===== src/rtl/wfifo_pkt_writer.sv =====
// Write-side packet admission controller for the asynchronous FIFO.
// A packet is admitted only when the space its declared length needs is free.
// The packet's beats then pass straight through to winc/wdata, with wfull as
// back-pressure.
module wfifo_pkt_writer #(
  parameter int unsigned ADDRSIZE    = 4,
  parameter int unsigned DSIZE       = 8,
  parameter int unsigned LENW        = 5,
  parameter int unsigned AFULL_LEVEL = 12
) (
  input  logic                wclk,
  input  logic                wrst_n,
  input  logic                s_valid,
  input  logic [DSIZE-1:0]    s_data,
  input  logic                s_last,
  input  logic [LENW-1:0]     s_len,
  output logic                s_ready,
  output logic                winc,
  output logic [DSIZE-1:0]    wdata,
  input  logic                wfull,
  input  logic [ADDRSIZE:0]   wptr,
  input  logic [ADDRSIZE:0]   wrptr2,
  output logic [ADDRSIZE:0]   wlevel,
  output logic                walmost_full,
  output logic                pkt_done,
  output logic                err_len
);

  localparam int unsigned PW    = ADDRSIZE + 1;
  localparam int unsigned DEPTH = 1 << ADDRSIZE;

  localparam logic [1:0] IDLE  = 2'd0;
  localparam logic [1:0] WAIT  = 2'd1;
  localparam logic [1:0] BURST = 2'd2;

  // Gray to binary: each binary bit is the xor of all gray bits at or above it
  function automatic logic [PW-1:0] gray2bin(input logic [PW-1:0] g);
    logic [PW-1:0] b;
    b = '0;
    for (int i = 0; i < int'(PW); i++) b[i] = ^(g >> i);
    return b;
  endfunction

  logic [1:0]      state_q, state_d;
  logic [LENW-1:0] len_q, len_d;
  logic [PW-1:0]   req_q, req_d;
  logic [LENW-1:0] cnt_q, cnt_d;
  logic [LENW-1:0] cnt_inc;
  logic            done_d, err_d;

  logic [PW-1:0]   wbin, rbin, lvl, free, req;
  logic            len_zero, len_big;

  // Conservative fill level; wrptr2 is stale, so lvl can only overestimate
  assign wbin = gray2bin(wptr);
  assign rbin = gray2bin(wrptr2);
  assign lvl  = wbin - rbin;
  assign free = PW'(DEPTH) - lvl;

  // Required space: the declared length clamped to 1..DEPTH
  assign len_zero = (s_len == '0);
  assign len_big  = (32'(s_len) > DEPTH);
  assign req      = len_zero ? PW'(1) : (len_big ? PW'(DEPTH) : PW'(s_len));

  // Beat handshake is combinational so that data reaches memory with no added latency
  assign s_ready = (state_q == BURST) && !wfull;
  assign winc    = s_valid && s_ready;
  assign wdata   = s_data;

  assign cnt_inc = cnt_q + LENW'(1);

  // Next-state and next-register logic for the admission FSM
  always_comb begin
    state_d = state_q;
    len_d   = len_q;
    req_d   = req_q;
    cnt_d   = cnt_q;
    done_d  = 1'b0;
    err_d   = 1'b0;
    case (state_q)
      IDLE: begin
        if (s_valid) begin
          len_d   = s_len;
          req_d   = req;
          err_d   = len_zero || len_big;
          state_d = (free >= req) ? BURST : WAIT;
        end
      end
      WAIT: begin
        if (free >= req_q) state_d = BURST;
      end
      BURST: begin
        if (winc) begin
          cnt_d = cnt_inc;
          if (s_last) begin
            done_d  = 1'b1;
            err_d   = (cnt_inc != len_q);
            cnt_d   = '0;
            state_d = IDLE;
          end
        end
      end
      default: state_d = IDLE;
    endcase
  end

  // State, packet context, status pulses and the lagged level
  always_ff @(posedge wclk or negedge wrst_n) begin
    if (!wrst_n) begin
      state_q      <= IDLE;
      len_q        <= '0;
      req_q        <= '0;
      cnt_q        <= '0;
      pkt_done     <= 1'b0;
      err_len      <= 1'b0;
      wlevel       <= '0;
      walmost_full <= 1'b0;
    end else begin
      state_q      <= state_d;
      len_q        <= len_d;
      req_q        <= req_d;
      cnt_q        <= cnt_d;
      pkt_done     <= done_d;
      err_len      <= err_d;
      wlevel       <= lvl;
      walmost_full <= (lvl >= PW'(AFULL_LEVEL));
    end
  end

endmodule


===== config.mk =====
export PLATFORM = sky130hd
export DESIGN_NAME = wfifo_pkt_writer
export DESIGN_NICKNAME = d
export VERILOG_FILES = /design/src/rtl/wfifo_pkt_writer.sv
export SDC_FILE = /design/constraint.sdc
export NUM_CORES = 1
export LEC_CHECK = 0
export ABC_AREA = 1
export CAP_MARGIN = 25
export CORE_MARGIN = 1.5
export CORE_UTILIZATION = 45
export CTS_CLUSTER_SIZE = 14
export DETAILED_ROUTE_END_ITERATION = 7
export PLACE_DENSITY = 0.84
export REMOVE_ABC_BUFFERS = 1
export SLEW_MARGIN = 20
export SYNTH_ARGS = -nofsm -noshare
export SYNTH_HDL_FRONTEND = slang
export SYNTH_SLANG_ARGS = --single-unit

===== constraint.sdc =====
create_clock -name wclk -period 2 [get_ports wclk]
set_clock_uncertainty 0.2 [all_clocks]
set_input_delay 0.4 -clock wclk [delete_from_list [all_inputs] [get_ports wclk]]
set_output_delay 0.4 -clock wclk [all_outputs]
set_load 0.01 [all_outputs]

## Word-level counts from Yosys, hierarchy flattened

Index checks and enable logic that the tools add are counted.

- Input port bits: 28
- Flip-flop bits (word level): 25
- Output and inout port bits: 18

- Reduce and logical (&&, ||, !) cells: 19
- Eq/ne operators: 7
- Magnitude comparators: 4
- $add $sub $neg: 3
- Multiplexer cells: 16

Operators with widths:

| cell | number |
|---|---|
| $reduce_xor 5->1 | 10 |
| $mux 5 | 3 |
| $ge 5x5->1 | 2 |
| $mux 2 | 5 |
| $ne 2x2->1 const B | 4 |
| $mux 1 | 6 |
| $pmux 2 s3 | 1 |
| $add 5x1->5 const B | 1 |
| $ge 5x4->1 const B | 1 |
| $gt 5x5->1 const B | 1 |
| $logic_not 5->1 | 1 |
| $ne 5x5->1 | 1 |
| $sub 5x5->5 | 1 |
| $sub 5x5->5 const A | 1 |
| $reduce_and 2->1 | 2 |
| $reduce_and 4->1 | 1 |
| $eq 2x1->1 const B | 1 |
| $eq 2x2->1 const B | 1 |
| $logic_and 1x1->1 | 2 |
| $logic_not 2->1 | 1 |
| $pmux 1 s2 | 1 |
| $logic_not 1->1 | 1 |
| $logic_or 1x1->1 | 1 |

## Logic depth before layout (Yosys ltp)

Gate-level depths: netlist of run 1.

- Word-level depth: 7
- Depth in mapped cells: 24
- Gate-level depth less buffers: 24

## Worst setup path before layout of run 1

OpenSTA, ideal clock, no wires.

- Kind: input to register
- Start: in wrptr2[3]
- End: reg state_q[0]
- Setup time: 0.065 ns
- Required time: 1.735 ns
- Slack: -1.249 ns
- Arrival time: 2.983 ns
- Stages: 22
- Path through: xnor2_2 xnor2_1 inv_1 nand2_1 nand2_1 inv_1 ha_1 fa_1 ha_1 inv_1 nor2_1 nand2_1 nand2_1 nand2_1 ha_1 nand2_1 inv_1 a21oi_1 nand3_1 nor2_1 nand3_1 nand2_1

- Longest elaborated chain between the ends: 7
- Elaborated cells between the ends (all ways): 13
- Classes of those cells: add/sub: 2; order compare: 2; eq/ne: 1; mux: 3; reduce/logical: 5

Ends and longest elaborated chain:

| what | line | text |
|---|---|---|
| start, declared | 22 | `input logic [ADDRSIZE:0] wrptr2,` |
| $reduce_xor 5->1 | 40 | `for (int i = 0; i < int'(PW); i++) b[i] = ^(g >> i);` |
| $sub 5x5->5 (*) | 57 | `assign lvl = wbin - rbin;` |
| $sub 5x5->5 (*) | 58 | `assign free = PW'(DEPTH) - lvl;` |
| $ge 5x5->1 | 86 | `state_d = (free >= req) ? BURST : WAIT;` |
| $mux 2 | 86 |  |
| $mux 2 | 82 | `if (s_valid) begin` |
| $pmux 2 s3 | 80 | `case (state_q)` |
| end signal, assigned | 119 | `state_q <= state_d;` |
| end, declared | 44 | `logic [1:0] state_q, state_d;` |

Mark *: on every way between the ends. The rest lies on a longest branch, timed or not. The select of a mux whose other input is x is not followed.
A chain may end at the register's enable or synchronous reset.

## Worst setup path in the final report of run 1

- Start: in wrptr2[0]
- End: reg state_q[1]

- Longest elaborated chain between the ends: 7
- Elaborated cells between the ends (all ways): 10
- Classes of those cells: add/sub: 2; order compare: 2; eq/ne: 1; mux: 3; reduce/logical: 2

Ends and longest elaborated chain:

| what | line |
|---|---|
| $reduce_xor 5->1 (*) | 40 |
| $sub 5x5->5 (*) | 57 |
| $sub 5x5->5 (*) | 58 |
| $ge 5x5->1 | 86 |
| $mux 2 | 86 |
| $mux 2 | 82 |
| $pmux 2 s3 | 80 |

Marks and branches as above.

==> tab_implementation.tex, run 1 <==
\begin{tabular}{lr}
\hline
Metric & Value \\
\hline
\multicolumn{2}{l}{\textbf{Global routing}} \\
\quad Number of antenna violations at the first check in global routing & 0 \\
\quad First-pass GRT wire length & 7560 um \\
\quad Pin count of the biggest net entering global routing & 26 \\
\quad Via count of the first global-routing pass & 1853 \\
\quad Remaining global-route overflow & 0 \\
\quad Overall routing resource usage & 0.221 \\
\multicolumn{2}{l}{\textbf{Route}} \\
\quad Total wirelength of the detailed-routed design & 5540 um \\
\quad Routed WL per cell & $\sim$15 um \\
\quad Antenna viol nets, final & 0 \\
\quad Via count of the routed design & 1935 \\
\quad DRC Markers & 0 \\
\quad Drt via density & a little over 5 \\
\quad Count of routing violations after the opening detailed-route iteration & approximately 140 \\
\quad First drt pass iteration count & 4 \\
\multicolumn{2}{l}{\textbf{Clocking}} \\
\quad Clock buffer count from CTS & 3 \\
\quad TritonCTS clock tree & done \\
\quad H-tree levels & 1 \\
\quad TritonCTS sink count & 25 \\
\quad Clock Tree Root & sky130\_fd\_sc\_hd\_\_clkbuf\_8 \\
\quad Maximum root-to-sink buffer count & 2 \\
\quad Clock-pin slew reported for the worst setup and hold paths after clock tree synthesis & roughly 0.10 ns \\
\quad Clock insertion delay at the later pin of the skew report & between 0.2 and 0.3 ns \\
\multicolumn{2}{l}{\textbf{Placement}} \\
\quad Placed wire-length estimate & 3140 um \\
\quad Number of placed cells counting well taps & 350 \\
\quad Final estimated routing congestion in global placement & about 0.81 \\
\quad \# port buffers & 29 \\
\multicolumn{2}{l}{\textbf{Finish}} \\
\quad Most common cell after layout, fill and taps aside & sky130\_fd\_sc\_hd\_\_nand2\_1 \\
\quad Fraction of final layout cells sized beyond drive strength 1 & 0.380 \\
\quad Number of filler instances in the final layout & about 240 \\
\quad Layout Utilization & 0.750 \\
\quad Filler-free cell count of the finished design & approximately 380 \\
\quad Net count reported at finish & roughly 370 \\
\quad Layout Area Growth over Synthesis & 61.1\% \\
\quad Commonest cells after routing, fill and taps aside & sky130\_fd\_sc\_hd\_\_nand2\_1, sky130\_fd\_sc\_hd\_\_buf\_4, sky130\_fd\_sc\_hd\_\_inv\_1 \\
\quad Ant diodes & 0 \\
\multicolumn{2}{l}{\textbf{Timing}} \\
\quad Max Clk Rate & 0.300 GHz \\
\quad Fin worst setup slack & -1.34 ns \\
\quad Final setup violation count & 7 \\
\quad Tcrit/Tclk final & 1.67 \\
\quad Count of final max-slew check failures & 0 \\
\quad RSZ-0062 raised after global routing & true \\
\quad Actual slew at the worst max-slew pin & 0.330 ns \\
\quad Max-Slew Margin vs Limit & 0.780 \\
\quad Final min period & $\sim$3.3 ns \\
\quad Final Hold Fails & 0 \\
\multicolumn{2}{l}{\textbf{Pwr}} \\
\quad Final Total Pwr & 4.30 mW \\
\quad Peak VDD IR & about 0.7 mV \\
\quad Power density over the cells & 1440 mW/mm\^{}2 \\
\quad LEAKAGE & about 1.5 nW \\
\multicolumn{2}{l}{\textbf{Critical path}} \\
\quad Critical path startpoint category & primary input \\
\quad Critical path class & in2reg \\
\quad Worst Setup End Kind & flop \\
\quad Arrival time of data at the critical path endpoint & roughly 3.3 ns \\
\quad Req. time, crit path & 1.94 ns \\
\quad Critical Path Fanout Max & 3 \\
\multicolumn{2}{l}{\textbf{Yosys}} \\
\quad Count of warnings emitted by yosys & 0 \\
\quad Number of synthesized register bits & 25 \\
\quad Distinct cell type count after synthesis & 28 \\
\quad Avg Inst Size Synth & $\sim$7.7 um\^{}2 \\
\quad Area of the mapped netlist & about 0.0019 mm\^{}2 \\
\quad Fraction of the yosys area taken by sequential cells & 0.338 \\
\quad Gate count after technology mapping & 241 \\
\multicolumn{2}{l}{\textbf{Job}} \\
\quad Number of max-cap violations & 0 \\
\multicolumn{2}{l}{\textbf{Die}} \\
\quad Count of boundary I/O pins & 46 \\
\quad Number of rows created at floorplan & 23 \\
\quad Initial core utilization & 0.466 \\
\quad Die Outline Area & around 0.0045 mm\^{}2 \\
\quad Die outline height & approximately 67 um \\
\quad Width of the chip & approximately 67 um \\
\quad Placeable Area & roughly 0.004 mm\^{}2 \\
\multicolumn{2}{l}{\textbf{Status}} \\
\quad Violations in the final reports & negative setup slack \\
\quad Outcome & complete, but fails checks \\
\multicolumn{2}{l}{\textbf{Min path}} \\
\quad Type of the most critical hold path & in2async \\
\hline
\end{tabular}
[path summary, 6_finish.rpt]
| path | slack [ns] | to | cells after the start | startpoint |
|---|---|---|---|---|
| max | -1.34 | state_q[1] | 18 | wrptr2[0] |
| min | 0.28 | len_q[0] | 2 | wrst_n |
| max reg2reg | 0.27 | state_q[1] | 8 | req_q[2] |
| min reg2reg | 0.33 | len_q[2] | 2 | len_q[2] |
| max in group asynchronous | 1.06 | wlevel[0] | 2 | wrst_n |
| min in group wclk | 0.32 | len_q[2] | 4 | s_len[2] |
[kinds of logic (layout without fill, tap and decap cells)]
family | count (synthesis) | in the layout | share of synthesized area
fa+ha+maj | 19 | 19 | 0.133
compound gates | 23 | 23 | 0.0656
simple gates | 104 | 104 | 0.252
flops | 25 | 25 | 0.338
buf+inv | 55 | 140 | 0.129
xor+xnor | 15 | 15 | 0.0832
[per-layer routing]
| metal | GRT usage | vias up | wire (um) |
|---|---|---|---|
| li1 | - | 915 | - |
| met1 | 0.239 | 926 | 2060 |
| met2 | 0.427 | 70 | 2960 |
| met3 | 0.0338 | 24 | 221 |
| met4 | 0.0816 | 0 | 299 |
| met5 | 0 | - | 0 |
[cells in the mapped netlist, drive strengths merged]
master	instances	area [um^2]
dfrtp	25	626
o22ai	2	12.5
xor2	7	76.3
buf	10	70.1
nand3b	4	30.0
o21ai	14	70.1
xnor2	8	77.6
a31oi	1	6.26
inv	45	169
nand2	63	236
o21a	1	7.51
nand4	6	37.5
fa	1	20.0
ha	18	225
nor4	1	6.26
a21oi	5	25.0
nor3	2	21.3
nor2	14	62.6
or2	1	6.26
nand3	13	65.1
[registers in the layout, indices dropped and copies added, names as in the netlist]
name          count
state_q           2
len_q             5
pkt_done          1
wlevel            5
walmost_full      1
req_q             5
cnt_q             5
err_len           1
[critical path, stage by stage]
cell and delay [ns]:
sky130_fd_sc_hd__clkdlybuf4s50_1 0.43, sky130_fd_sc_hd__inv_1 0.09, sky130_fd_sc_hd__nand2_1 0.07, sky130_fd_sc_hd__nand2_1 0.08, sky130_fd_sc_hd__inv_2 0.05, sky130_fd_sc_hd__ha_4 0.15, sky130_fd_sc_hd__fa_2 0.58, sky130_fd_sc_hd__ha_4 0.15
sky130_fd_sc_hd__buf_4 0.10, sky130_fd_sc_hd__xor2_1 0.17, sky130_fd_sc_hd__inv_2 0.10, sky130_fd_sc_hd__ha_4 0.25, sky130_fd_sc_hd__a21oi_1 0.22, sky130_fd_sc_hd__nand2_1 0.13, sky130_fd_sc_hd__nand2_1 0.10, sky130_fd_sc_hd__nand2_2 0.07
sky130_fd_sc_hd__nand3_2 0.06, sky130_fd_sc_hd__a21oi_1 0.07
[where the power goes]
part | switching [mW] | total [mW] | leakage, nW | internal (mW)
combinational | 1.52 | 3.09 | 1.17 | 1.57
clock | 0.181 | 0.323 | 0.0217 | 0.142
sequential | 0.161 | 0.884 | 0.312 | 0.722
total | 1.86 | 4.30 | 1.51 | 2.43
[cell type report]
type	count	area (um^2)	share of cell area
well taps	50	62.6	0.0210
clock inverters	1	7.51	0.00252
clock buffers	3	41.3	0.0139
multi-input cells	161	1260	0.424
repair buffers	91	812	0.272
inverters	45	169	0.0567
flip-flops and latches	25	626	0.210
[what timing repair did]
| action | CTS | global route |
|---|---|---|
| hold buffers | 0 | 0 |
| hold endpoints to repair | 0 | 0 |
| resized for setup | 76 | 39 |
| endpoints found under the setup margin | 12 | 11 |
| pin swaps | 26 | 31 |
| buffers inserted | 19 | 6 |
| gates cloned | 0 | 0 |
[per-stage QoR]
step	instance area, um^2	worst slack [ns]	setup TNS (ns)	hold slack [ns]
6_report	2980	-1.34	-4.98	0.275
5_1_grt	2980	-1.43	-5.51	0.326
4_1_cts	2760	-1.20	-4.34	0.290
3_5_place_dp	2430	-1.96	-10.65	0.288
3_3_place_gp	2430	-1.83	-9.83	0.277
2_1_floorplan	1780	-1.25	-3.23	-0.0956
Note: power is estimated with default switching activity, not from simulation.
==> inputs of run 2 (changes only) <==
- CORE_UTILIZATION: 45 -> 49
- PLACE_DENSITY: 0.84 -> 0.9
==> run 2 against run 1 <==
  * The flow still finishes with violations (negative setup slack)
  * Cell count fell by 5.1%
  * Maximum frequency rose by 0.30%
  * Power increased by 4.2%
  * Cell area down 1.8%
  * Critical path type unchanged
  * Clock power shrank 2%
  * Via count grew 6.8%
  * Largest power group unchanged
  * Largest cell class unchanged
==> tab_implementation.tex, run 2 (synthesis results as in run 1) <==
\begin{tabular}{lr}
\hline
Metric & Value \\
\hline
\multicolumn{2}{l}{\textbf{Status}} \\
\quad Outcome & complete, but fails checks \\
\quad Violations in the final reports & negative setup slack \\
\multicolumn{2}{l}{\textbf{Global routing}} \\
\quad Remaining global-route overflow & 0 \\
\quad Pin count of the biggest net entering global routing & 26 \\
\quad Overall routing resource usage & 0.280 \\
\quad Number of antenna violations at the first check in global routing & 0 \\
\quad Via count of the first global-routing pass & 1996 \\
\quad First-pass GRT wire length & approximately 9000 um \\
\multicolumn{2}{l}{\textbf{Timing}} \\
\quad Final Hold Fails & 0 \\
\quad Fin worst setup slack & -1.33 ns \\
\quad Final setup violation count & 6 \\
\quad Max Clk Rate & about 0.30 GHz \\
\quad Tcrit/Tclk final & 1.66 \\
\quad Count of final max-slew check failures & 0 \\
\quad Max-Slew Margin vs Limit & 0.742 \\
\quad Final min period & about 3.3 ns \\
\quad Hold Worst Slack & between 0.2 and 0.3 ns \\
\quad Actual slew at the worst max-slew pin & 0.383 ns \\
\quad Setup TNS after final layout & -3.52 ns \\
\quad RSZ-0062 raised after global routing & true \\
\multicolumn{2}{l}{\textbf{Die}} \\
\quad Die Outline Area & $\sim$0.0042 mm\^{}2 \\
\quad Width of the chip & 64.5 um \\
\quad Placeable Area & roughly 0.0036 mm\^{}2 \\
\quad Count of boundary I/O pins & 46 \\
\quad Number of rows created at floorplan & 22 \\
\quad Die outline height & approximately 64 um \\
\quad Initial core utilization & 0.509 \\
\multicolumn{2}{l}{\textbf{Finish}} \\
\quad Net count reported at finish & 357 \\
\quad Layout Utilization & 0.806 \\
\quad Final standard cell area without fillers & a little under 0.003 mm\^{}2 \\
\quad Ant diodes & 0 \\
\quad Number of filler instances in the final layout & 197 \\
\quad Fraction of final layout cells sized beyond drive strength 1 & 0.411 \\
\quad Sequential cell area & 626 um\^{}2 \\
\quad Area of the multi-input gates & approximately 0.0014 mm\^{}2 \\
\quad Commonest cells after routing, fill and taps aside & sky130\_fd\_sc\_hd\_\_nand2\_1, sky130\_fd\_sc\_hd\_\_buf\_4, sky130\_fd\_sc\_hd\_\_inv\_1 \\
\quad Most common cell after layout, fill and taps aside & sky130\_fd\_sc\_hd\_\_nand2\_1 \\
\quad Layout Area Growth over Synthesis & 58.2\% \\
\multicolumn{2}{l}{\textbf{Clocking}} \\
\quad Clock-pin slew reported for the worst setup and hold paths after clock tree synthesis & 0.10 ns \\
\quad TritonCTS clock tree & done \\
\quad Clock insertion delay at the later pin of the skew report & 0.28 ns \\
\quad Clock buffer count from CTS & 3 \\
\quad H-tree levels & 1 \\
\quad Number of buffers inserted for hold repair after clock tree synthesis & 0 \\
\quad Clock Tree Root & sky130\_fd\_sc\_hd\_\_clkbuf\_8 \\
\quad Maximum root-to-sink buffer count & 2 \\
\quad TritonCTS sink count & 25 \\
\multicolumn{2}{l}{\textbf{Placement}} \\
\quad \# port buffers & 29 \\
\quad Final estimated routing congestion in global placement & 0.857 \\
\quad Cell area after placement & around 0.0024 mm\^{}2 \\
\quad Placed wire-length estimate & 3320 um \\
\quad Worst setup slack before clock tree synthesis & -2.03 ns \\
\multicolumn{2}{l}{\textbf{Route}} \\
\quad First drt pass iteration count & 5 \\
\quad Via count of the routed design & 2066 \\
\quad Count of routing violations after the opening detailed-route iteration & 174 \\
\quad Drt via density & between 5 and 6 \\
\quad Total wirelength of the detailed-routed design & $\sim$6800 um \\
\quad Antenna viol nets, final & 0 \\
\quad Routed WL per cell & between 15 and 20 um \\
\quad DRC Markers & 0 \\
\multicolumn{2}{l}{\textbf{Critical path}} \\
\quad Slowest-stage cell, CP & sky130\_fd\_sc\_hd\_\_fa\_2 \\
\quad Critical-path cell list & buf\_8 -> xnor2\_4 -> xnor2\_2 -> nand2\_1 -> nand2\_1 -> inv\_2 -> ha\_4 -> fa\_2 -> ha\_4 -> inv\_2 -> nor2\_4 -> nand2\_1 -> nand2\_2 -> nand2\_4 -> ha\_4 -> nand2\_4 -> inv\_4 -> a21oi\_2 -> nand3\_2 -> nor2\_4 -> nand3\_2 -> nand2\_1 \\
\quad WP buf/inv & 4 \\
\quad Critical Path Fanout Max & 3 \\
\quad Arrival time of data at the critical path endpoint & $\sim$3.3 ns \\
\quad Critical path startpoint category & primary input \\
\quad Worst Setup End Kind & flop \\
\quad Crit-path most repeated cell & sky130\_fd\_sc\_hd\_\_nand2\_1 \\
\quad Delay of the slowest critical-path stage & approximately 0.59 ns \\
\quad Req. time, crit path & approximately 2 ns \\
\quad Crit-path leading delay family & adder cells \\
\quad Critical path class & in2reg \\
\multicolumn{2}{l}{\textbf{Pwr}} \\
\quad Peak VDD IR & 0.841 mV \\
\quad Power density over the cells & around 1500 mW/mm\^{}2 \\
\quad LEAKAGE & around 1.5 nW \\
\multicolumn{2}{l}{\textbf{Job}} \\
\quad Number of max-cap violations & 0 \\
\multicolumn{2}{l}{\textbf{Min path}} \\
\quad Type of the most critical hold path & in2async \\
\hline
\end{tabular}
## run 2: per-stage QoR
step,instances,power [mW]
global route,357,4.71
detailed placement,348,2.84
floorplan,231,2.06
CTS,354,3.65
global placement,348,2.71
finish,357,4.48
## run 2: path summary, 6_finish.rpt
path,start,endpoint,slack (ns),cells after the start
max,wrptr2[3],state_q[0],-1.33,22
min,wrst_n,req_q[0],0.27,2
max reg2reg,cnt_q[0],err_len,0.11,10
min reg2reg,len_q[4],len_q[4],0.35,2
max in group asynchronous,wrst_n,walmost_full,1.05,2
min in group wclk,s_len[0],len_q[0],0.32,4
## run 2: where the power goes
part / internal, mW / total (mW) / switching (mW) / leakage, nW
registers: 0.723 / 0.899 / 0.176 / 0.312
clock network: 0.140 / 0.317 / 0.177 / 0.0255
logic: 1.50 / 3.26 / 1.76 / 1.12
## run 2: final cells by class
cell class                      instances  share of cell area
Clock inverter                          1             0.00171
Multi-Input combinational cell        161               0.467
Tap cell                               48              0.0205
Clock buffer                            3              0.0141
Inverter                               45              0.0585
Timing Repair Buffer                   74               0.224
Sequential cell                        25               0.214
## run 2: timing repair
action                                  CTS  global route
setup buffers                             6             6
gates cloned                              0             0
pin swaps                                40            38
endpoints found under the setup margin   14            12
gates resized for setup                  85            48
## run 2: metal layers
| layer | vias to the layer above | wire (um) | GRT usage |
|---|---|---|---|
| li1 | 884 | - | - |
| met1 | 961 | 2340 | 0.325 |
| met2 | 164 | 3420 | 0.513 |
| met3 | 57 | 470 | 0.0469 |
| met4 | 0 | 529 | 0.109 |
| met5 | - | 0 | 0 |
==> inputs of run 3 (changes only) <==
- SKIP_CTS_REPAIR_TIMING: not set -> 1
==> run 3 against run 2 <==
  * First-iteration DRC count up 4.6%
  * The flow still finishes with violations (negative setup slack)
  * Critical path depth down 2
  * Power down 7.4%
==> tab_implementation.tex, run 3 (synthesis results as in run 1) <==
\begin{tabular}{lr}
\hline
Metric & Value \\
\hline
\multicolumn{2}{l}{\textbf{Critical path}} \\
\quad Critical path class & in2reg \\
\quad Crit-path most repeated cell & sky130\_fd\_sc\_hd\_\_nand2\_1 \\
\quad Critical-path cell list & buf\_6 -> xnor2\_4 -> xnor2\_2 -> nand2\_1 -> nand2\_1 -> inv\_1 -> ha\_2 -> fa\_2 -> xnor2\_4 -> buf\_6 -> xor2\_2 -> inv\_2 -> ha\_4 -> nand2\_2 -> nand2\_2 -> a21oi\_2 -> nand3\_1 -> nor2\_2 -> nand3\_1 -> nand2\_1 \\
\quad Req. time, crit path & approximately 2 ns \\
\quad Critical Path Fanout Max & 5 \\
\quad Arrival time of data at the critical path endpoint & $\sim$3.5 ns \\
\quad Slowest-stage cell, CP & sky130\_fd\_sc\_hd\_\_fa\_2 \\
\quad Worst Setup End Kind & flop \\
\quad Delay of the slowest critical-path stage & approximately 0.44 ns \\
\quad Critical path startpoint category & primary input \\
\multicolumn{2}{l}{\textbf{Route}} \\
\quad DRC Markers & 0 \\
\quad Count of routing violations after the opening detailed-route iteration & 182 \\
\quad Via count of the routed design & a little over 2000 \\
\quad Routed WL per cell & around 19 um \\
\quad Antenna viol nets, final & 0 \\
\quad First drt pass iteration count & 5 \\
\quad Drt via density & 5.72 \\
\quad Total wirelength of the detailed-routed design & 6600 um \\
\multicolumn{2}{l}{\textbf{Die}} \\
\quad Die outline height & 64.5 um \\
\quad Die Outline Area & approximately 0.0042 mm\^{}2 \\
\quad Placeable Area & about 0.0036 mm\^{}2 \\
\quad Count of boundary I/O pins & 46 \\
\quad Initial core utilization & 0.509 \\
\quad Width of the chip & around 64 um \\
\quad Number of rows created at floorplan & 22 \\
\multicolumn{2}{l}{\textbf{Timing}} \\
\quad Max Clk Rate & roughly 0.29 GHz \\
\quad Hold Worst Slack & roughly 0.28 ns \\
\quad Fin worst setup slack & -1.47 ns \\
\quad RSZ-0062 raised after global routing & true \\
\quad Setup TNS after final layout & -3.79 ns \\
\quad Final setup violation count & 6 \\
\quad Count of final max-slew check failures & 0 \\
\quad Tcrit/Tclk final & 1.73 \\
\quad Final Hold Fails & 0 \\
\quad Final min period & 3.47 ns \\
\quad Actual slew at the worst max-slew pin & 0.344 ns \\
\quad Max-Slew Margin vs Limit & 0.768 \\
\multicolumn{2}{l}{\textbf{Clocking}} \\
\quad Clock Tree Root & sky130\_fd\_sc\_hd\_\_clkbuf\_8 \\
\quad Clock-pin slew reported for the worst setup and hold paths after clock tree synthesis & approximately 0.10 ns \\
\quad Clock insertion delay at the later pin of the skew report & around 0.27 ns \\
\quad TritonCTS sink count & 25 \\
\quad H-tree levels & 1 \\
\quad TritonCTS clock tree & done \\
\quad Clock buffer count from CTS & 3 \\
\quad Maximum root-to-sink buffer count & 2 \\
\multicolumn{2}{l}{\textbf{Pwr}} \\
\quad Switch share & 0.475 \\
\quad LEAKAGE & about 1.4 nW \\
\quad Internal Dissipation & between 2 and 2.5 mW \\
\quad Combinational cell fraction of total power & 0.709 \\
\quad Clock share of power & 0.075 \\
\quad Peak VDD IR & $\sim$0.85 mV \\
\quad Net switching power figure & between 1.5 and 2 mW \\
\quad Power density over the cells & between 1000 and 1500 mW/mm\^{}2 \\
\quad Sequential share of power & 0.216 \\
\multicolumn{2}{l}{\textbf{Finish}} \\
\quad Fraction of final layout cells sized beyond drive strength 1 & 0.344 \\
\quad Number of filler instances in the final layout & a little over 200 \\
\quad Layout Area Growth over Synthesis & 51.0\% \\
\quad Most common cell after layout, fill and taps aside & sky130\_fd\_sc\_hd\_\_nand2\_1 \\
\quad Area of the multi-input gates & between 0.001 and 0.0015 mm\^{}2 \\
\quad Net count reported at finish & 353 \\
\quad Commonest cells after routing, fill and taps aside & sky130\_fd\_sc\_hd\_\_nand2\_1, sky130\_fd\_sc\_hd\_\_buf\_4, sky130\_fd\_sc\_hd\_\_inv\_1 \\
\quad Layout Utilization & 0.769 \\
\quad Filler-free cell count of the finished design & 353 \\
\quad Sequential cell area & $\sim$630 um\^{}2 \\
\quad Ant diodes & 0 \\
\multicolumn{2}{l}{\textbf{Global routing}} \\
\quad First-pass GRT wire length & between 7000 and 8000 um \\
\quad Pin count of the biggest net entering global routing & 26 \\
\quad Overall routing resource usage & 0.224 \\
\quad Number of antenna violations at the first check in global routing & 0 \\
\quad Via count of the first global-routing pass & 1770 \\
\quad Remaining global-route overflow & 0 \\
\multicolumn{2}{l}{\textbf{Placement}} \\
\quad Placed wire-length estimate & approximately 3300 um \\
\quad \# port buffers & 29 \\
\quad Number of placed cells counting well taps & 348 \\
\quad Final estimated routing congestion in global placement & 0.857 \\
\multicolumn{2}{l}{\textbf{Status}} \\
\quad Violations in the final reports & negative setup slack \\
\quad Outcome & complete, but fails checks \\
\multicolumn{2}{l}{\textbf{Job}} \\
\quad Number of max-cap violations & 0 \\
\multicolumn{2}{l}{\textbf{Min path}} \\
\quad Type of the most critical hold path & in2async \\
\hline
\end{tabular}
-- run 3: cell types whose count changed in the layout (fill, tap and decap cells not counted), moves of 3 or more --
| cell | before | now |
|---|---|---|
| sky130_fd_sc_hd__dlymetal6s2s_1 | 5 | 8 |
| sky130_fd_sc_hd__inv_1 | 33 | 36 |
| sky130_fd_sc_hd__inv_2 | 11 | 8 |
| sky130_fd_sc_hd__nand2_1 | 49 | 53 |
| sky130_fd_sc_hd__nand2_2 | 12 | 9 |
| sky130_fd_sc_hd__nand3_1 | 8 | 12 |
| sky130_fd_sc_hd__nand3_2 | 5 | 1 |
| sky130_fd_sc_hd__xor2_1 | 0 | 3 |
-- run 3: through the flow --
| step | area, um^2 | power, mW | setup slack (ns) |
|---|---|---|---|
| 2_1_floorplan | 1780 | 2.06 | -1.25 |
| 3_3_place_gp | 2430 | 2.71 | -1.80 |
| 3_5_place_dp | 2430 | 2.84 | -2.03 |
| 4_1_cts | 2480 | 3.17 | -1.85 |
| 5_1_grt | 2790 | 4.40 | -1.67 |
| 6_report | 2790 | 4.15 | -1.47 |
-- run 3: power groups by stage --
stage	logic, mW	clock network [mW]	registers, mW
detailed placement	1.96	0	0.884
CTS	1.99	0.302	0.875
finish	2.94	0.313	0.895
global placement	1.84	0	0.868
floorplan	1.18	0	0.878
global route	3.16	0.330	0.914
-- run 3: area by class of cell --
| type | instances | area share |
|---|---|---|
| clock buffer | 3 | 0.0148 |
| clock inverter | 1 | 0.00179 |
| inverter | 45 | 0.0614 |
| multi-input combinational | 161 | 0.451 |
| sequential | 25 | 0.224 |
| tap | 48 | 0.0215 |
| timing repair buffer | 70 | 0.226 |
-- run 3: worst max-delay path: cells and delay by family --
family	cells	cell delay, ns
adders and majority gates	3	0.87
xor gates and xnor gates	4	0.84
and+or+nand+nor	8	0.80
buffers and inverters	4	0.40
AOI/OAI and AO/OA	1	0.17
-- run 3: metal layers --
layer,track usage,wire (um),vias up
met1,0.257,2150,931
met5,0,0,-
met3,0.0417,480,55
met4,0.104,410,0
met2,0.401,3560,158
li1,-,-,876
-- run 3: path summary, 6_finish.rpt --
kind | start | endpoint | slack [ns] | depth (start not counted)
setup / recovery | wrptr2[1] | state_q[0] | -1.47 | 20
hold / removal | wrst_n | req_q[0] | 0.28 | 2
setup reg to reg | cnt_q[0] | err_len | 0.06 | 10
hold reg to reg | req_q[2] | req_q[2] | 0.35 | 2
max in group asynchronous | wrst_n | state_q[0] | 1.05 | 2
min in group wclk | req_q[2] | req_q[2] | 0.35 | 2
==> patch 1, RTL diff (settings of run 1) <==
Register the output `err_len` once more, with the module's reset; this adds one clock of latency there. The other outputs are not delayed to match.
--- a/src/rtl/wfifo_pkt_writer.sv
+++ b/src/rtl/wfifo_pkt_writer.sv
@@ -34,2 +34,4 @@
   localparam logic [1:0] BURST = 2'd2;
+
+  logic err_len_s0;
 
@@ -114,3 +116,3 @@
       pkt_done     <= 1'b0;
-      err_len      <= 1'b0;
+      err_len_s0   <= 1'b0;
       wlevel       <= '0;
@@ -123,3 +125,3 @@
       pkt_done     <= done_d;
-      err_len      <= err_d;
+      err_len_s0   <= err_d;
       wlevel       <= lvl;
@@ -129,2 +131,10 @@
 
+  always_ff @(posedge wclk or negedge wrst_n) begin
+    if (!wrst_n) begin
+      err_len <= '0;
+    end else begin
+      err_len <= err_len_s0;
+    end
+  end
+
 endmodule
Formal check against the unedited RTL: not equivalent (a bounded check fails within 4 cycles, from zero or initial values and one cycle with wrst_n low).
==> patch 1 against run 1 <==
The run still ends with negative setup slack left; critical endpoint is now state_q[0]$_DFFE_PN0P_; design area grew 1.6%; final cell count shrank 1.1%; non-clock buffer count decreased by 5; synthesized area is 1.4% higher; worst hold slack got worse by 0.10 ns; worst setup slack got worse by 0.0076 ns; total power up 15%; routed wire length increased by 26%; sequential cell count rose by 1.
==> patch 1: results <==
group,metric,value,unit
global_route,track_usage,28.7,%
hold_path,hp-class,"register to register",
finish,drive_above_1_share,38.8,%
finish,diodes,0,
clock_network,clock_latency,0.28,ns
hold_path,min_from,"err_len_s0$_DFF_PN0_",
worst_setup_path,r2r-end,"err_len_s0$_DFF_PN0_",
synthesis,synthCells,242,
finish,fillers,260,
synthesis,async_flop_share,100,%
route,dr.pass1.iters,6,
placement,dpl_cell_area,0.00243,mm2
placement,hpwl,3.21,mm
route,wl_per_cell,18.8,um
synthesis,synth_cell_types,28,
clock_network,numCtsBuffers,3,
sta,setup_tns,-4.34,ns
clock_network,cts_root_buf,"clkbuf_8",
placement,gp_congestion,0.825,
placement,pre_cts_slack,-1.97,ns
worst_setup_path,reg2regPathDepth,10,
synthesis,ys_seq_area_share,34.7,%
route,wirelength,7.00,mm
sta,fin_ws,-1.34,ns
placement,port_buffers,29,
placement,placed_cells,347,
route,vias_per_cell,5.63,
clock_network,cts_max_level,1,
sta,hold_ws,0.174,ns
synthesis,ys_top_cells_by_area,"dfrtp_1, nand2_1, ha_1",
worst_setup_path,r2r_slack,0,ns
global_route,antenna_found_initial,0,
global_route,grt_pass1_vias,2061,
clock_network,clock_path_buffers,2,
outcome,violations,"negative setup slack",
power,p_leak,1.53,nW
power,p_sw_share,45.0,%
power,ir_worst_vdd,800,uV
sta,setup_viol,7,
worst_setup_path,timing.rr.start,"cnt_q[0]$_DFFE_PN0P_",
sta,relSlewSlack,76.1,%
hold_path,holdPathEnd,"err_len$_DFF_PN0_",
finish,layout.nets,370,
worst_setup_path,crit_fanout,3,
route,drtIter0Drc,285,
synthesis,netlist_top_cells_count,"nand2_1, inv_1, dfrtp_1, ha_1, nand3_1",
global_route,grt_max_degree,27,
synthesis,synth_warnings,0,
global_route,grt_pass1_wl,9.56,mm
outcome,status,"finished, violations left",
==> patch 1: cell count changes after synthesis <==
cell     before  now
dfrtp_1      25   26
==> patch 1: kinds of logic (layout without fill, tap and decap cells) <==
family / Yosys count / in the layout / share of synthesized area, %
AND/OR/NAND/NOR: 104 / 104 / 24.8
adder cells (fa/ha/maj): 19 / 19 / 13.1
AO/OA/AOI/OAI: 23 / 23 / 6.47
buffers and inverters: 55 / 135 / 12.7
flip-flops: 26 / 26 / 34.7
XOR/XNOR: 15 / 15 / 8.21
==> patch 1: power by group through the flow <==
stage | clock network, mW | registers [mW] | logic (mW)
after floorplan | 0 | 0.904 | 1.18
after global placement | 0 | 0.894 | 1.85
after detailed placement | 0 | 0.906 | 1.97
after CTS | 0.444 | 0.894 | 2.64
after global routing | 0.473 | 0.937 | 3.83
final | 0.458 | 0.925 | 3.56
==> patch 1: what timing repair did <==
| item | CTS | global route |
|---|---|---|
| setup buffers | 30 | 14 |
| setup endpoints to repair | 12 | 11 |
| pin swaps | 33 | 40 |
| gates cloned | 0 | 0 |
| gates resized for setup | 83 | 59 |
==> patch 1: worst max path at each step <==
| stage | startpoint | to | slack (ns) | cells past startpoint |
|---|---|---|---|---|
| after floorplan | wrptr2[3] | state_q[0]$_DFFE_PN0P_ | -1.25 | 22 |
| after global placement | wrptr2[4] | state_q[0]$_DFFE_PN0P_ | -1.84 | 22 |
| after detailed placement | wptr[4] | state_q[0]$_DFFE_PN0P_ | -1.97 | 20 |
| after CTS | wptr[3] | state_q[0]$_DFFE_PN0P_ | -1.24 | 17 |
| after global routing | wrptr2[3] | state_q[0]$_DFFE_PN0P_ | -1.51 | 23 |
| final | wrptr2[3] | state_q[0]$_DFFE_PN0P_ | -1.34 | 23 |
==> patch 1: worst max-delay path, stage by stage <==
cell and delay [ns]:
buf_8 0.11, xnor2_4 0.23, xnor2_2 0.12, inv_1 0.09, nand2_1 0.05, nand2_1 0.06
inv_1 0.04, ha_2 0.19, fa_2 0.57, ha_4 0.16, inv_4 0.04, nor2_4 0.15
nand2_1 0.07, nand2_1 0.08, nand2_2 0.09, ha_4 0.31, nand2_2 0.06, inv_2 0.07
nand4_1 0.12, nand3_2 0.13, nor2_4 0.05, nand3_2 0.06, nand2_2 0.06
==> patch 1: per-layer routing <==
layer  up-vias  wire length (um)  global-route usage (%)
li1        908                 -                       -
met4         0               590                    23.0
met1       970              2490                    29.5
met2       150              3400                    48.8
met3        67               515                    7.83
met5         -                 0                       0
==> patch 1: final cells by class <==
cell class | instances | area [um2] | share of cell area (%)
inverters | 45 | 174 | 5.75
flip-flops and latches | 26 | 651 | 21.5
clock buffers | 3 | 41.3 | 1.36
multi-input cells | 161 | 1280 | 42.3
repair buffers | 86 | 788 | 26.0
clock inverters | 1 | 30.0 | 0.992
well taps | 50 | 62.6 | 2.07
==> patch 2, RTL diff (config.mk and constraints of run 1) <==
Made on the original files. `AFULL_LEVEL`: 12 -> 9.
--- a/src/rtl/wfifo_pkt_writer.sv
+++ b/src/rtl/wfifo_pkt_writer.sv
@@ -8,3 +8,3 @@
   parameter int unsigned LENW        = 5,
-  parameter int unsigned AFULL_LEVEL = 12
+  parameter int unsigned AFULL_LEVEL = 9
 ) (
Behaviour: not the same (Yosys sat finds a counterexample within 4 cycles, from zero or initial values and one cycle with wrst_n low).
==> patch 2 against run 1 <==
The flow still finishes with violations (negative setup slack); design area is 7.6% lower; worst hold slack better by 0.0078 ns; worst setup slack better by 0.088 ns; total power is 9.9% lower; clock power is 3% lower; register-to-register slack hardly changed; routed wire length is 4.0% lower; first-iteration DRC count is 6.3% lower; synthesized cell count is 7.9% lower; synthesized area is 3.4% lower; utilization is 1.5 points lower; sequential cell count stayed put; critical endpoint unchanged; largest power group unchanged; highest routed layer unchanged.
==> patch 2: results <==
group,metric,value,unit
global_route,grt_pass1_wl,7.96,mm
synthesis,synth_cell_types,25,
placement,hpwl,3.08,mm
synthesis,ys_top_cells_by_area,"dfrtp_1, ha_1, nand2_1",
outcome,status,"finished, violations left",
run,drv_cap,0,
synthesis,ys_seq_area_share,35.0,%
route,wl_per_cell,15.5,um
finish,layout.nets,344,
sta,worst_slew_pin_slew,0.383,ns
placement,pre_cts_slack,-2.00,ns
power,seqPwrFrac,22.6,%
floorplanning,placeableCoreArea,0.00374,mm2
clock_network,post_cts_buffers,9,
synthesis,synth_warnings,0,
worst_setup_path,reg2regPathDepth,10,
worst_setup_path,crit_fanout,2,
worst_setup_path,critical-path-top-delay-family,"adder cells",
worst_setup_path,crit_slowest_cell,"fa_2",
global_route,track_usage,23.9,%
global_route,grt_pass1_vias,1872,
power,comb_power_share,69.3,%
outcome,violations,"negative setup slack",
placement,gp_congestion,0.819,
power,ir_worst_vdd,610,uV
route,via_count,1804,
worst_setup_path,arrival,3.22,ns
power,p_leak,1.37,nW
route,dr.pass1.iters,5,
sta,fin_ws,-1.25,ns
synthesis,netlist_top_cells_count,"nand2_1, inv_1, dfrtp_1, ha_1, xor2_1",
clock_network,cts_resized,58,
finish,drive_above_1_share,32.5,%
sta,setup_viol,7,
## patch 2: area by class of cell
type	instances	area (um2)
well taps	48	60.1
clock inverters	1	7.51
repair buffers	78	658
fillers	257	990
multi-input cells	152	1220
clock buffers	3	41.3
flip-flops and latches	25	626
inverters	36	138
## patch 2: worst paths after layout
path | start | to | slack [ns]
setup / recovery | wrptr2[2] | state_q[1]$_DFFE_PN0P_ | -1.25
hold / removal | wrst_n | len_q[0]$_DFFE_PN0P_ | 0.28
setup reg to reg | cnt_q[0]$_DFFE_PN0P_ | err_len$_DFF_PN0_ | 0.27
hold reg to reg | req_q[2]$_DFFE_PN0P_ | req_q[2]$_DFFE_PN0P_ | 0.31
max in group asynchronous | wrst_n | err_len$_DFF_PN0_ | 1.06
min in group wclk | req_q[2]$_DFFE_PN0P_ | req_q[2]$_DFFE_PN0P_ | 0.31
## patch 2: cell families (layout without fill, tap and decap cells)
logic type               Yosys count  in the layout  synth area share (%)
adder cells (fa/ha/maj)           20             20                  14.4
buffers and inverters             45            118                  11.2
XOR/XNOR                          17             17                  9.59
AO/OA/AOI/OAI                     26             26                  7.63
AND/OR/NAND/NOR                   89             89                  22.2
flip-flops                        25             25                  35.0
## patch 2: per-stage QoR
step	utilization, %	setup TNS [ns]	area [um2]	std cells	power (mW)
3_3_place_gp	62.6	-9.57	2340	326	2.67
2_1_floorplan	-	-3.53	1720	213	2.03
5_1_grt	73.6	-4.26	2750	343	4.14
4_1_cts	69.2	-3.42	2590	339	3.39
6_report	73.6	-3.73	2750	343	3.87
3_5_place_dp	62.6	-10.62	2340	326	2.77
## patch 2: metal layers
metal	GRT usage, %	wire (um)	vias up
li1	-	-	847
met1	23.4	1860	862
met2	47.3	3030	74
met3	4.09	231	21
met4	11.5	194	0
met5	0	0	-
